## config.mk

```make
export PLATFORM = sky130hd
export DESIGN_NAME = mem_arbiter_flat
export DESIGN_NICKNAME = d
export VERILOG_FILES = /design/src/rtl/gm64_mem_pkg.sv /design/src/rtl/mem_arbiter_if.sv /design/src/rtl/mem_req_latch.sv /design/src/rtl/mem_arbiter.sv /design/src/flat_wrapper.sv
export SDC_FILE = /design/constraint.sdc
export NUM_CORES = 1
export LEC_CHECK = 0
export CAP_MARGIN = 25
export CORE_AREA = 2 2 141 143
export DETAILED_ROUTE_END_ITERATION = 8
export DIE_AREA = 0 0 143 145
export PLACE_DENSITY_LB_ADDON = 0.08
export SLEW_MARGIN = 5
export SYNTH_ARGS = -nofsm -noshare
export SYNTH_HDL_FRONTEND = slang
export SYNTH_SLANG_ARGS = --single-unit
```

## constraint.sdc

```tcl
create_clock -name clk -period 5.52 [get_ports clk]
set_clock_uncertainty 0.05 [all_clocks]
set_input_delay 0.552 -clock clk [delete_from_list [all_inputs] [get_ports clk]]
set_output_delay 0.552 -clock clk [all_outputs]
set_load 0.02 [all_outputs]
```

## src/rtl/gm64_mem_pkg.sv

```systemverilog
// Shared types for the memory arbiter: FSM states, channel ids, latched request word.
// No logic of its own; latency and backpressure are properties of the users.
package gm64_mem_pkg;

  typedef enum logic [1:0] {
    ST_IDLE      = 2'd0,
    ST_ISSUE     = 2'd1,
    ST_WAIT_BUSY = 2'd2,
    ST_WAIT_DONE = 2'd3
  } state_t;

  typedef enum logic {
    CH_CPU = 1'b0,
    CH_VIC = 1'b1
  } chan_t;

  localparam int BUSY_TIMEOUT_DEFAULT = 16;

  typedef struct packed {
    logic        we;
    logic [6:0]  bank;
    logic [15:0] addr;
    logic [7:0]  wdata;
  } mem_req_t;

endpackage

```

## src/rtl/mem_arbiter_if.sv

```systemverilog
// CPU / VIC-II request channels, memory-controller port and error flags of mem_arbiter.
// master = requesters plus controller model, slave = the arbiter.
interface mem_arbiter_if;
  logic        cpu_req;
  logic        cpu_we;
  logic [6:0]  cpu_bank;
  logic [15:0] cpu_addr;
  logic [7:0]  cpu_wdata;
  logic        cpu_ack;
  logic [7:0]  cpu_rdata;

  logic        vic_req;
  logic [6:0]  vic_bank;
  logic [15:0] vic_addr;
  logic        vic_ack;
  logic [7:0]  vic_rdata;

  logic        mc_ce;
  logic        mc_write;
  logic [6:0]  mc_bank;
  logic [15:0] mc_addr;
  logic [3:0]  mc_nbytes;
  logic [7:0]  mc_wdata;
  logic        mc_busy;
  logic [7:0]  mc_rdata;

  logic        err_timeout;
  logic        err_overrun;

  modport slave (
    input  cpu_req, cpu_we, cpu_bank, cpu_addr, cpu_wdata,
    output cpu_ack, cpu_rdata,
    input  vic_req, vic_bank, vic_addr,
    output vic_ack, vic_rdata,
    output mc_ce, mc_write, mc_bank, mc_addr, mc_nbytes, mc_wdata,
    input  mc_busy, mc_rdata,
    output err_timeout, err_overrun
  );

  modport master (
    output cpu_req, cpu_we, cpu_bank, cpu_addr, cpu_wdata,
    input  cpu_ack, cpu_rdata,
    output vic_req, vic_bank, vic_addr,
    input  vic_ack, vic_rdata,
    input  mc_ce, mc_write, mc_bank, mc_addr, mc_nbytes, mc_wdata,
    output mc_busy, mc_rdata,
    input  err_timeout, err_overrun
  );
endinterface

```

## src/rtl/mem_req_latch.sv

```systemverilog
// One-deep pending slot per channel; strobe is also forwarded same-cycle (0-cycle bypass).
// No backpressure: a strobe into a full slot is dropped and flagged as overrun.
module mem_req_latch
  import gm64_mem_pkg::*;
(
  input  logic     clk,
  input  logic     reset,
  input  logic     strobe,
  input  mem_req_t req_in,
  input  logic     clear,
  output logic     avail,
  output mem_req_t req_cur,
  output logic     overrun
);

  logic     pend_q;
  mem_req_t req_q;

  // A strobe coinciding with the completion of the current slot refills it.
  always_ff @(posedge clk or posedge reset) begin
    if (reset) begin
      pend_q <= 1'b0;
      req_q  <= '0;
    end else if (strobe && (!pend_q || clear)) begin
      pend_q <= 1'b1;
      req_q  <= req_in;
    end else if (clear) begin
      pend_q <= 1'b0;
    end
  end

  assign avail   = pend_q | strobe;
  assign req_cur = pend_q ? req_q : req_in;
  assign overrun = strobe & pend_q & ~clear;

endmodule

```

## src/rtl/mem_arbiter.sv

```systemverilog
// Round-robin CPU/VIC-II arbiter onto a single-request memory controller; strobe->ack 4 clk minimum.
// Never issues while mc_busy is high; WAIT_BUSY gives up after BUSY_TIMEOUT cycles with rdata 8'hFF.
module mem_arbiter
  import gm64_mem_pkg::*;
#(
  parameter int BUSY_TIMEOUT = BUSY_TIMEOUT_DEFAULT
) (
  input logic          clk,
  input logic          reset,
  mem_arbiter_if.slave bus
);

  localparam int TW = $clog2(BUSY_TIMEOUT) + 1;

  state_t         state_q, state_nxt;
  chan_t          grant_q, last_grant_q, grant_nxt;
  logic [TW-1:0]  timer_q;
  logic           issue, done_ok, done_to;
  logic           cpu_avail, vic_avail, cpu_ovr, vic_ovr, cpu_clr, vic_clr;
  mem_req_t       cpu_in, vic_in, cpu_cur, vic_cur, issue_req;

  assign cpu_in = '{we: bus.cpu_we, bank: bus.cpu_bank, addr: bus.cpu_addr, wdata: bus.cpu_wdata};
  assign vic_in = '{we: 1'b0, bank: bus.vic_bank, addr: bus.vic_addr, wdata: 8'h00};

  mem_req_latch u_cpu_latch (
    .clk(clk), .reset(reset), .strobe(bus.cpu_req), .req_in(cpu_in), .clear(cpu_clr),
    .avail(cpu_avail), .req_cur(cpu_cur), .overrun(cpu_ovr)
  );

  mem_req_latch u_vic_latch (
    .clk(clk), .reset(reset), .strobe(bus.vic_req), .req_in(vic_in), .clear(vic_clr),
    .avail(vic_avail), .req_cur(vic_cur), .overrun(vic_ovr)
  );

  always_comb begin
    state_nxt = state_q;
    grant_nxt = grant_q;
    issue     = 1'b0;
    done_ok   = 1'b0;
    done_to   = 1'b0;
    case (state_q)
      ST_IDLE: begin
        if (!bus.mc_busy && (cpu_avail || vic_avail)) begin
          issue     = 1'b1;
          state_nxt = ST_ISSUE;
          if (cpu_avail && vic_avail)
            grant_nxt = (last_grant_q == CH_CPU) ? CH_VIC : CH_CPU;
          else
            grant_nxt = vic_avail ? CH_VIC : CH_CPU;
        end
      end
      ST_ISSUE: state_nxt = ST_WAIT_BUSY;
      ST_WAIT_BUSY: begin
        if (bus.mc_busy) begin
          state_nxt = ST_WAIT_DONE;
        end else if (timer_q == TW'(BUSY_TIMEOUT - 1)) begin
          done_to   = 1'b1;
          state_nxt = ST_IDLE;
        end
      end
      ST_WAIT_DONE: begin
        if (!bus.mc_busy) begin
          done_ok   = 1'b1;
          state_nxt = ST_IDLE;
        end
      end
      default: state_nxt = ST_IDLE;
    endcase
    issue_req = (grant_nxt == CH_VIC) ? vic_cur : cpu_cur;
  end

  assign cpu_clr   = (done_ok || done_to) && (grant_q == CH_CPU);
  assign vic_clr   = (done_ok || done_to) && (grant_q == CH_VIC);
  assign bus.mc_ce = (state_q == ST_ISSUE);

  always_ff @(posedge clk or posedge reset) begin
    if (reset) begin
      state_q         <= ST_IDLE;
      grant_q         <= CH_CPU;
      last_grant_q    <= CH_CPU;
      timer_q         <= '0;
      bus.mc_write    <= 1'b0;
      bus.mc_bank     <= '0;
      bus.mc_addr     <= '0;
      bus.mc_nbytes   <= '0;
      bus.mc_wdata    <= '0;
      bus.cpu_ack     <= 1'b0;
      bus.vic_ack     <= 1'b0;
      bus.cpu_rdata   <= '0;
      bus.vic_rdata   <= '0;
      bus.err_timeout <= 1'b0;
      bus.err_overrun <= 1'b0;
    end else begin
      state_q <= state_nxt;
      timer_q <= (state_q == ST_WAIT_BUSY) ? timer_q + TW'(1) : '0;
      // Command fields are captured once and held for the whole transaction.
      if (issue) begin
        grant_q       <= grant_nxt;
        last_grant_q  <= grant_nxt;
        bus.mc_write  <= issue_req.we;
        bus.mc_bank   <= issue_req.bank;
        bus.mc_addr   <= issue_req.addr;
        bus.mc_nbytes <= 4'd1;
        bus.mc_wdata  <= issue_req.wdata;
      end
      bus.cpu_ack <= cpu_clr;
      bus.vic_ack <= vic_clr;
      if (cpu_clr) begin
        if (done_to)            bus.cpu_rdata <= 8'hFF;
        else if (!bus.mc_write) bus.cpu_rdata <= bus.mc_rdata;
      end
      if (vic_clr) bus.vic_rdata <= done_to ? 8'hFF : bus.mc_rdata;
      bus.err_timeout <= bus.err_timeout | done_to;
      bus.err_overrun <= bus.err_overrun | cpu_ovr | vic_ovr;
    end
  end

endmodule

```

## src/flat_wrapper.sv

```systemverilog
// flat-port wrapper written by rule: the top's interface ports become plain ports
module mem_arbiter_flat import gm64_mem_pkg::*;
#(
  parameter int BUSY_TIMEOUT = BUSY_TIMEOUT_DEFAULT
)
  (clk, reset, bus_cpu_req, bus_cpu_we, bus_cpu_bank, bus_cpu_addr, bus_cpu_wdata, bus_cpu_ack, bus_cpu_rdata, bus_vic_req, bus_vic_bank, bus_vic_addr, bus_vic_ack, bus_vic_rdata, bus_mc_ce, bus_mc_write, bus_mc_bank, bus_mc_addr, bus_mc_nbytes, bus_mc_wdata, bus_mc_busy, bus_mc_rdata, bus_err_timeout, bus_err_overrun);
  mem_arbiter_if bus_i ();
  input logic clk;
  input logic reset;
  input wire logic [$bits(bus_i.cpu_req)-1:0] bus_cpu_req;
  input wire logic [$bits(bus_i.cpu_we)-1:0] bus_cpu_we;
  input wire logic [$bits(bus_i.cpu_bank)-1:0] bus_cpu_bank;
  input wire logic [$bits(bus_i.cpu_addr)-1:0] bus_cpu_addr;
  input wire logic [$bits(bus_i.cpu_wdata)-1:0] bus_cpu_wdata;
  output wire logic [$bits(bus_i.cpu_ack)-1:0] bus_cpu_ack;
  output wire logic [$bits(bus_i.cpu_rdata)-1:0] bus_cpu_rdata;
  input wire logic [$bits(bus_i.vic_req)-1:0] bus_vic_req;
  input wire logic [$bits(bus_i.vic_bank)-1:0] bus_vic_bank;
  input wire logic [$bits(bus_i.vic_addr)-1:0] bus_vic_addr;
  output wire logic [$bits(bus_i.vic_ack)-1:0] bus_vic_ack;
  output wire logic [$bits(bus_i.vic_rdata)-1:0] bus_vic_rdata;
  output wire logic [$bits(bus_i.mc_ce)-1:0] bus_mc_ce;
  output wire logic [$bits(bus_i.mc_write)-1:0] bus_mc_write;
  output wire logic [$bits(bus_i.mc_bank)-1:0] bus_mc_bank;
  output wire logic [$bits(bus_i.mc_addr)-1:0] bus_mc_addr;
  output wire logic [$bits(bus_i.mc_nbytes)-1:0] bus_mc_nbytes;
  output wire logic [$bits(bus_i.mc_wdata)-1:0] bus_mc_wdata;
  input wire logic [$bits(bus_i.mc_busy)-1:0] bus_mc_busy;
  input wire logic [$bits(bus_i.mc_rdata)-1:0] bus_mc_rdata;
  output wire logic [$bits(bus_i.err_timeout)-1:0] bus_err_timeout;
  output wire logic [$bits(bus_i.err_overrun)-1:0] bus_err_overrun;
  assign bus_i.cpu_req = bus_cpu_req;
  assign bus_i.cpu_we = bus_cpu_we;
  assign bus_i.cpu_bank = bus_cpu_bank;
  assign bus_i.cpu_addr = bus_cpu_addr;
  assign bus_i.cpu_wdata = bus_cpu_wdata;
  assign bus_cpu_ack = bus_i.cpu_ack;
  assign bus_cpu_rdata = bus_i.cpu_rdata;
  assign bus_i.vic_req = bus_vic_req;
  assign bus_i.vic_bank = bus_vic_bank;
  assign bus_i.vic_addr = bus_vic_addr;
  assign bus_vic_ack = bus_i.vic_ack;
  assign bus_vic_rdata = bus_i.vic_rdata;
  assign bus_mc_ce = bus_i.mc_ce;
  assign bus_mc_write = bus_i.mc_write;
  assign bus_mc_bank = bus_i.mc_bank;
  assign bus_mc_addr = bus_i.mc_addr;
  assign bus_mc_nbytes = bus_i.mc_nbytes;
  assign bus_mc_wdata = bus_i.mc_wdata;
  assign bus_i.mc_busy = bus_mc_busy;
  assign bus_i.mc_rdata = bus_mc_rdata;
  assign bus_err_timeout = bus_i.err_timeout;
  assign bus_err_overrun = bus_i.err_overrun;
  mem_arbiter #(.BUSY_TIMEOUT(BUSY_TIMEOUT)) u_core (.clk(clk), .reset(reset), .bus(bus_i));
endmodule
```

Word level (Yosys, flattened, before mapping) --
Cells that the tools add are included.
Storage, ports and cells: logic and storage cells 89, register bits after elaboration 118
Operators by class: mux-type cells 28, add/subtract/negate cells 1, bitwise logic cells 12, reduce and logical (&&, ||, !) cells 18, equality and inequality tests 8
Operators by type and width (number):
- $mux W32 | 2
- $mux W31 | 1
- $mux W8 | 3
- $mux W1 | 16
- $mux W2 | 4
- $pmux W2 S4 | 1
- $logic_and A1 B1 Y1 | 6
- $add A5 B1 Y5 const B | 1
- $eq A5 B4 Y1 const B | 1
- $mux W5 | 1
- $or A1 B1 Y1 | 5
- $and A1 B1 Y1 | 4
- $eq A2 B2 Y1 const B | 2
- $logic_or A1 B1 Y1 | 4
- $ne A2 B2 Y1 const B | 2
- $reduce_bool A2 Y1 | 2
- $logic_not A1 Y1 | 3
- $ne A3 B2 Y1 const B | 1
- $not A1 Y1 | 3
- $reduce_and A3 Y1 | 1
- $eq A2 B1 Y1 const B | 1
- $logic_not A2 Y1 | 1
- $ne A2 B1 Y1 const B | 1
- $reduce_and A2 Y1 | 1

Depth between registers and ports, before layout --
depth in word-level cells 10, depth in mapped cells 8, gate-level depth less buffers 7

Hierarchy --
A second synthesis with hierarchy kept.
Unflattened totals: cells, all modules 466, area, all modules 6481.2 µm²
Modules (own cells, without submodules):
- mem_req_latch | seq. area each 825.8 µm², cells each 111, instances 2, area an instance 1765.4 µm²
- mem_arbiter | seq. area each 1526.5 µm², cells each 244, instances 1, area an instance 2950.3 µm²

Worst setup path after synthesis --
Ideal clock, no wire load.
kind reg2reg, start point register u_core.timer_q[0], end point register u_core.u_vic_latch.req_q[10] (netlist name), arrival time 2069 ps, data required time 5345 ps, cell stages (with the launch flop) 9, library setup time 125 ps, path slack 3276 ps, path through dfrtp_1 ha_1 and3_1 ha_1 nor2_1 nor4b_2 o21ai_2 buf_4 mux2_2
Between the ends: word-level cells in the longest chain between the ends 8
Ends and longest elaborated chain:
- start, declared | RTL line mem_arbiter.sv:17 | logic [TW-1:0] timer_q;
- start signal, assigned | RTL line mem_arbiter.sv:95 | timer_q <= (state_q == ST_WAIT_BUSY) ? timer_q + TW'(1) : '0;
- $eq A5 B4 Y1 | RTL line mem_arbiter.sv:56 | end else if (timer_q == TW'(BUSY_TIMEOUT - 1)) begin
- $mux W1 | RTL line mem_arbiter.sv:56
- $mux W1 | RTL line mem_arbiter.sv:54 | if (bus.mc_busy) begin
- $mux W1 | RTL line mem_arbiter.sv:41 | case (state_q)
- $logic_or A1 B1 Y1 | RTL line mem_arbiter.sv:73 | assign vic_clr = (done_ok || done_to) && (grant_q == CH_VIC);
- $logic_and A1 B1 Y1 | RTL line mem_arbiter.sv:73
- $logic_or A1 B1 Y1 | RTL line mem_req_latch.sv:24 | end else if (strobe && (!pend_q || clear)) begin
- $logic_and A1 B1 Y1 | RTL line mem_req_latch.sv:24
- end signal, assigned | RTL line mem_req_latch.sv:26 | req_q <= req_in;
- end, declared | RTL line mem_req_latch.sv:17 | mem_req_t req_q;
No other way between the ends. A chain may end at the register's enable or synchronous reset.

Final worst setup path --
start point register u_core.timer_q[0], end point register u_core.u_cpu_latch.req_q[28] (netlist name)
Between the ends: word-level cells in the longest chain between the ends 8
Ends and longest elaborated chain:
- $eq A5 B4 Y1 | RTL line mem_arbiter.sv:56
- $mux W1 | RTL line mem_arbiter.sv:56
- $mux W1 | RTL line mem_arbiter.sv:54
- $mux W1 | RTL line mem_arbiter.sv:41
- $logic_or A1 B1 Y1 | RTL line mem_arbiter.sv:72 | assign cpu_clr = (done_ok || done_to) && (grant_q == CH_CPU);
- $logic_and A1 B1 Y1 | RTL line mem_arbiter.sv:72
- $logic_or A1 B1 Y1 | RTL line mem_req_latch.sv:24
- $logic_and A1 B1 Y1 | RTL line mem_req_latch.sv:24
- end signal, assigned | RTL line mem_req_latch.sv:26
- end, declared | RTL line mem_req_latch.sv:17
No other way between the ends.

==> run summary <==
Synth
- 0.00546 mm² — Netlist Area Pre-Place
- sky130_fd_sc_hd__dfrtp_1, sky130_fd_sc_hd__mux2i_1, sky130_fd_sc_hd__mux2_2 — largest cells by area after synthesis
- 0.541 — fraction of the yosys area taken by sequential cells
- 37 — Distinct cells, synth
- 0.541 — proportion of netlist area held by the largest area contributor
- 434 — cells after synthesis
- 0 — yosys warns
- sky130_fd_sc_hd__dfrtp_1 — cell taking the most area after synthesis
- 118 — count of state elements after synthesis
- 12.6 µm² — Mapped Avg Cell Area

CTS
- sky130_fd_sc_hd__clkbuf_16 — CTS Root Buffer Type
- 0 — Post-CTS Hold Fix Bufs
- 118 — number of clock sinks
- 410 ps — clock latency reported for the late side of the worst-skew pair
- 17 — Inserted Clock Buffers
- 50 ps — clock transition at the register clock pins on the worst setup and hold paths after CTS
- 4 — number of H-tree branching levels
- 0 — post-CTS setup buffers
- 0 — Gates resized, CTS repair
- 2 — number of buffers between clock root and the deepest sink
- built — TritonCTS clock tree

Layout
- 1849 — fillcell total
- 0.00234 mm² — footprint of the multi-input gates
- 625 — number of nets in the final layout
- 0 — number of antenna repair diodes
- 0.221 — fraction of layout cells with a size suffix above 1
- 0.00296 mm² — Seq. cell area
- 38.6% — layout overhead on the synthesized area
- 0.394 — final standard cell utilization of the core

Critical path
- 2500 ps — Reg2Reg Setup Slack
- flop — category of the worst setup path capture point
- sky130_fd_sc_hd__ha_1 — dominant cell type by count on the critical path
- flop to flop — Setup CP Type
- u_core.timer_q[0] — critical register-to-register path startpoint
- sky130_fd_sc_hd__buf_4 — standard cell with the maximum stage delay on the critical path
- u_core.u_cpu_latch.req_q[28] — Crit Reg-Reg Endpoint
- 5760 ps — Req. time, crit path
- ha_1, and3_1, ha_1, nor2_1, o41ai_4, nand2_2, buf_4, mux2_2 — ordered list of cells on the worst path
- 3260 ps — arrival time reported for the critical path endpoint
- 8 — FF-to-FF path depth
- 23 — largest fanout on the critical path
- flop — crit path launch type
- 520 ps — maximum cell stage delay along the critical path

Routing
- 97 — DRC marker count from the first detailed-route iteration
- 16.0 µm — WL per Instance
- 4 — number of iterations in the first detailed-routing pass
- 13.3 mm — routed wire length
- 0 — residual DRC count
- 3665 — number of vias after detailed routing
- 0 — residual antenna-violating net count after detailed routing
- 4.41 — via-per-instance ratio

GRT
- 0 — final global-route overflow total
- 75 — pin count of the biggest net entering global routing
- 0.135 — overall track demand over capacity in global routing
- 0 — antenna violations before repair
- 3933 — number of global-route vias before repair
- 21.4 mm — first-pass GRT wire length

Timing
- 0 — Final Max Tran Viols
- 0.394 — worst-case headroom to the max-slew limit
- 0 ps — Total Neg Setup Slack
- 2500 ps — worst path setup slack after routing
- 902 ps — pin slew with the least headroom to its limit
- 3020 ps — min cycle time layout
- 0 — number of hold-slack violations in the final timing report
- 0.547 — Final Cycle Share
- no — unrepaired setup endpoints after global routing
- 0 — Final setup viols
- 0.331 GHz — achievable clock frequency

Power
- 0.272 — clock share of power
- 0.376 — Logic pwr share
- 3.60 nW — Lkg Pwr
- 0.000289 V — Max IR drop VDD
- 0.314 — switch share
- 1.31 mW — net load switching power
- 551 mW/mm² — P per Cell Area
- 2.86 mW — Internal Power
- 0.352 — share of power burned in registers

Floorplan
- 0.0207 mm² — full die area
- 0.0192 mm² — core outline area
- 145 µm — die boundary height
- 125 — I/O pins
- 143 µm — die boundary width
- 0.284 — initial cell density of the core
- 51 — number of placement rows

Placement
- 2390 ps — Setup Slack @ Placement
- 0.705 — global placer's final weighted congestion
- 8.59 mm — placed wire-length estimate
- 121 — count of input and output buffers

Flow run
- 0 — number of maximum-capacitance violations

Run status
- complete, no violations — result of the run

Hold path
- input pin to async pin — class of the worst hold path

[cell families (layout without fill, tap and decap cells)]
kind of cell,after synthesis,in the layout,synth area share
other,1,3,0.000687
adders and majority gates,2,2,0.00458
AOI/OAI and AO/OA,60,60,0.0669
and+or+nand+nor,88,88,0.0733
buffers and inverters,34,164,0.0362
DFF,118,118,0.541
muxes,129,129,0.274
xor gates and xnor gates,2,2,0.00321
[state kept, by name, indices dropped and copies added (netlist names), 2 cells and up]
register and flops:
u_core.timer_q 5, u_core.bus.vic_rdata 8, u_core.u_vic_latch.req_q 23, u_core.bus.mc_addr 16, u_core.bus.mc_wdata 8, u_core.u_cpu_latch.req_q 32
u_core.bus.cpu_rdata 8, u_core.bus.mc_bank 7, u_core.state_q 2
[cell usage after synthesis, drive strengths merged]
cell and count:
nor3 1, dfrtp 118, and2 4, nand3 1, buf 22, and3 2
nor2 23, conb 1, nand2 44, a211oi 2, nor4b 1, nand2b 4
xor2 1, nor2b 3, nor3b 3, o41ai 2, a21oi 8, o21bai 1
clkbuf 6, ha 2, inv 6, o21ai 45, or3 1, mux2i 53
or2 1, xnor2 1, o31ai 2, mux2 76
[per-stage QoR]
step	power (mW)	instances	instance area, µm²	hold slack (ps)
floorplan	2.49	436	5470	383
global placement	3.01	798	6900	397
detailed placement	3.05	798	6900	406
CTS	4.21	828	7500	426
global route	4.45	831	7570	335
finish	4.17	831	7570	337
[worst max-delay path: cells and delay by family, from the launching register on]
| family | cells | cell delay [ps] |
|---|---|---|
| and+or+nand+nor | 3 | 950 |
| buffers and inverters | 1 | 520 |
| adders and majority gates | 2 | 470 |
| DFF | 1 | 400 |
| muxes | 1 | 390 |
| AOI/OAI and AO/OA | 1 | 120 |
[power groups by stage]
stage	sequential, mW	clock, mW	combinational, mW
after floorplan	1.58	0	0.908
after global placement	1.47	0	1.54
after detailed placement	1.48	0	1.57
after CTS	1.47	1.17	1.57
after global routing	1.52	1.21	1.72
final	1.47	1.13	1.57
[worst max path at each step]
| stage | startpoint | to | slack (ps) | cells past startpoint |
|---|---|---|---|---|
| 4_1_cts | u_core.timer_q[0] | u_core.u_cpu_latch.req_q[28] | 2460 | 8 |
| 3_5_place_dp | bus_mc_busy | u_core.u_vic_latch.req_q[10] | 2390 | 4 |
| 5_1_grt | u_core.timer_q[0] | u_core.u_cpu_latch.req_q[28] | 2280 | 8 |
| 2_1_floorplan | reset | u_core.bus.cpu_ack | 1790 | 1 |
| 3_3_place_gp | bus_mc_busy | u_core.u_vic_latch.req_q[12] | 2430 | 4 |
| 6_report | u_core.timer_q[0] | u_core.u_cpu_latch.req_q[28] | 2500 | 8 |
[placed cells by master (no fill, tap or decap), types with 2 or more instances in the layout]
cell type and count:
sky130_fd_sc_hd__and2_1 3, sky130_fd_sc_hd__dfrtp_1 116, sky130_fd_sc_hd__mux2_2 46, sky130_fd_sc_hd__clkdlybuf4s50_1 121, sky130_fd_sc_hd__nor2b_1 3, sky130_fd_sc_hd__clkbuf_16 17, sky130_fd_sc_hd__nand2_1 43, sky130_fd_sc_hd__conb_1 3
sky130_fd_sc_hd__clkinvlp_4 2, sky130_fd_sc_hd__ha_1 2, sky130_fd_sc_hd__clkinv_2 4, sky130_fd_sc_hd__clkbuf_8 4, sky130_fd_sc_hd__nand2b_1 4, sky130_fd_sc_hd__o21ai_4 2, sky130_fd_sc_hd__nor3b_1 2, sky130_fd_sc_hd__and3_1 2
sky130_fd_sc_hd__inv_1 4, sky130_fd_sc_hd__a21oi_1 8, sky130_fd_sc_hd__o21ai_0 31, sky130_fd_sc_hd__o31ai_1 2, sky130_fd_sc_hd__o21ai_1 12, sky130_fd_sc_hd__buf_16 2, sky130_fd_sc_hd__nor2_1 23, sky130_fd_sc_hd__mux2_4 30
sky130_fd_sc_hd__dfrtp_2 2, sky130_fd_sc_hd__a211oi_1 2, sky130_fd_sc_hd__mux2i_1 53, sky130_fd_sc_hd__bufinv_16 3, sky130_fd_sc_hd__buf_4 4, sky130_fd_sc_hd__o41ai_4 2
[layout make-up]
cell class	count	share of cell area
well taps	265	0.0438
flip-flops and latches	118	0.391
multi-input cells	284	0.310
clock buffers	21	0.0635
inverters	6	0.00331
clock inverters	9	0.0165
repair buffers	128	0.173
[metal layers]
layer	GRT usage	vias up	routed length (µm)	part of all wire
met5	0	-	0	0
met4	0.0416	0	153	0.012
met3	0.0449	12	781	0.059
met2	0.215	91	6340	0.48
met1	0.174	1815	6010	0.45
li1	-	1747	-	-
Note: power is estimated with default switching activity, not from simulation.
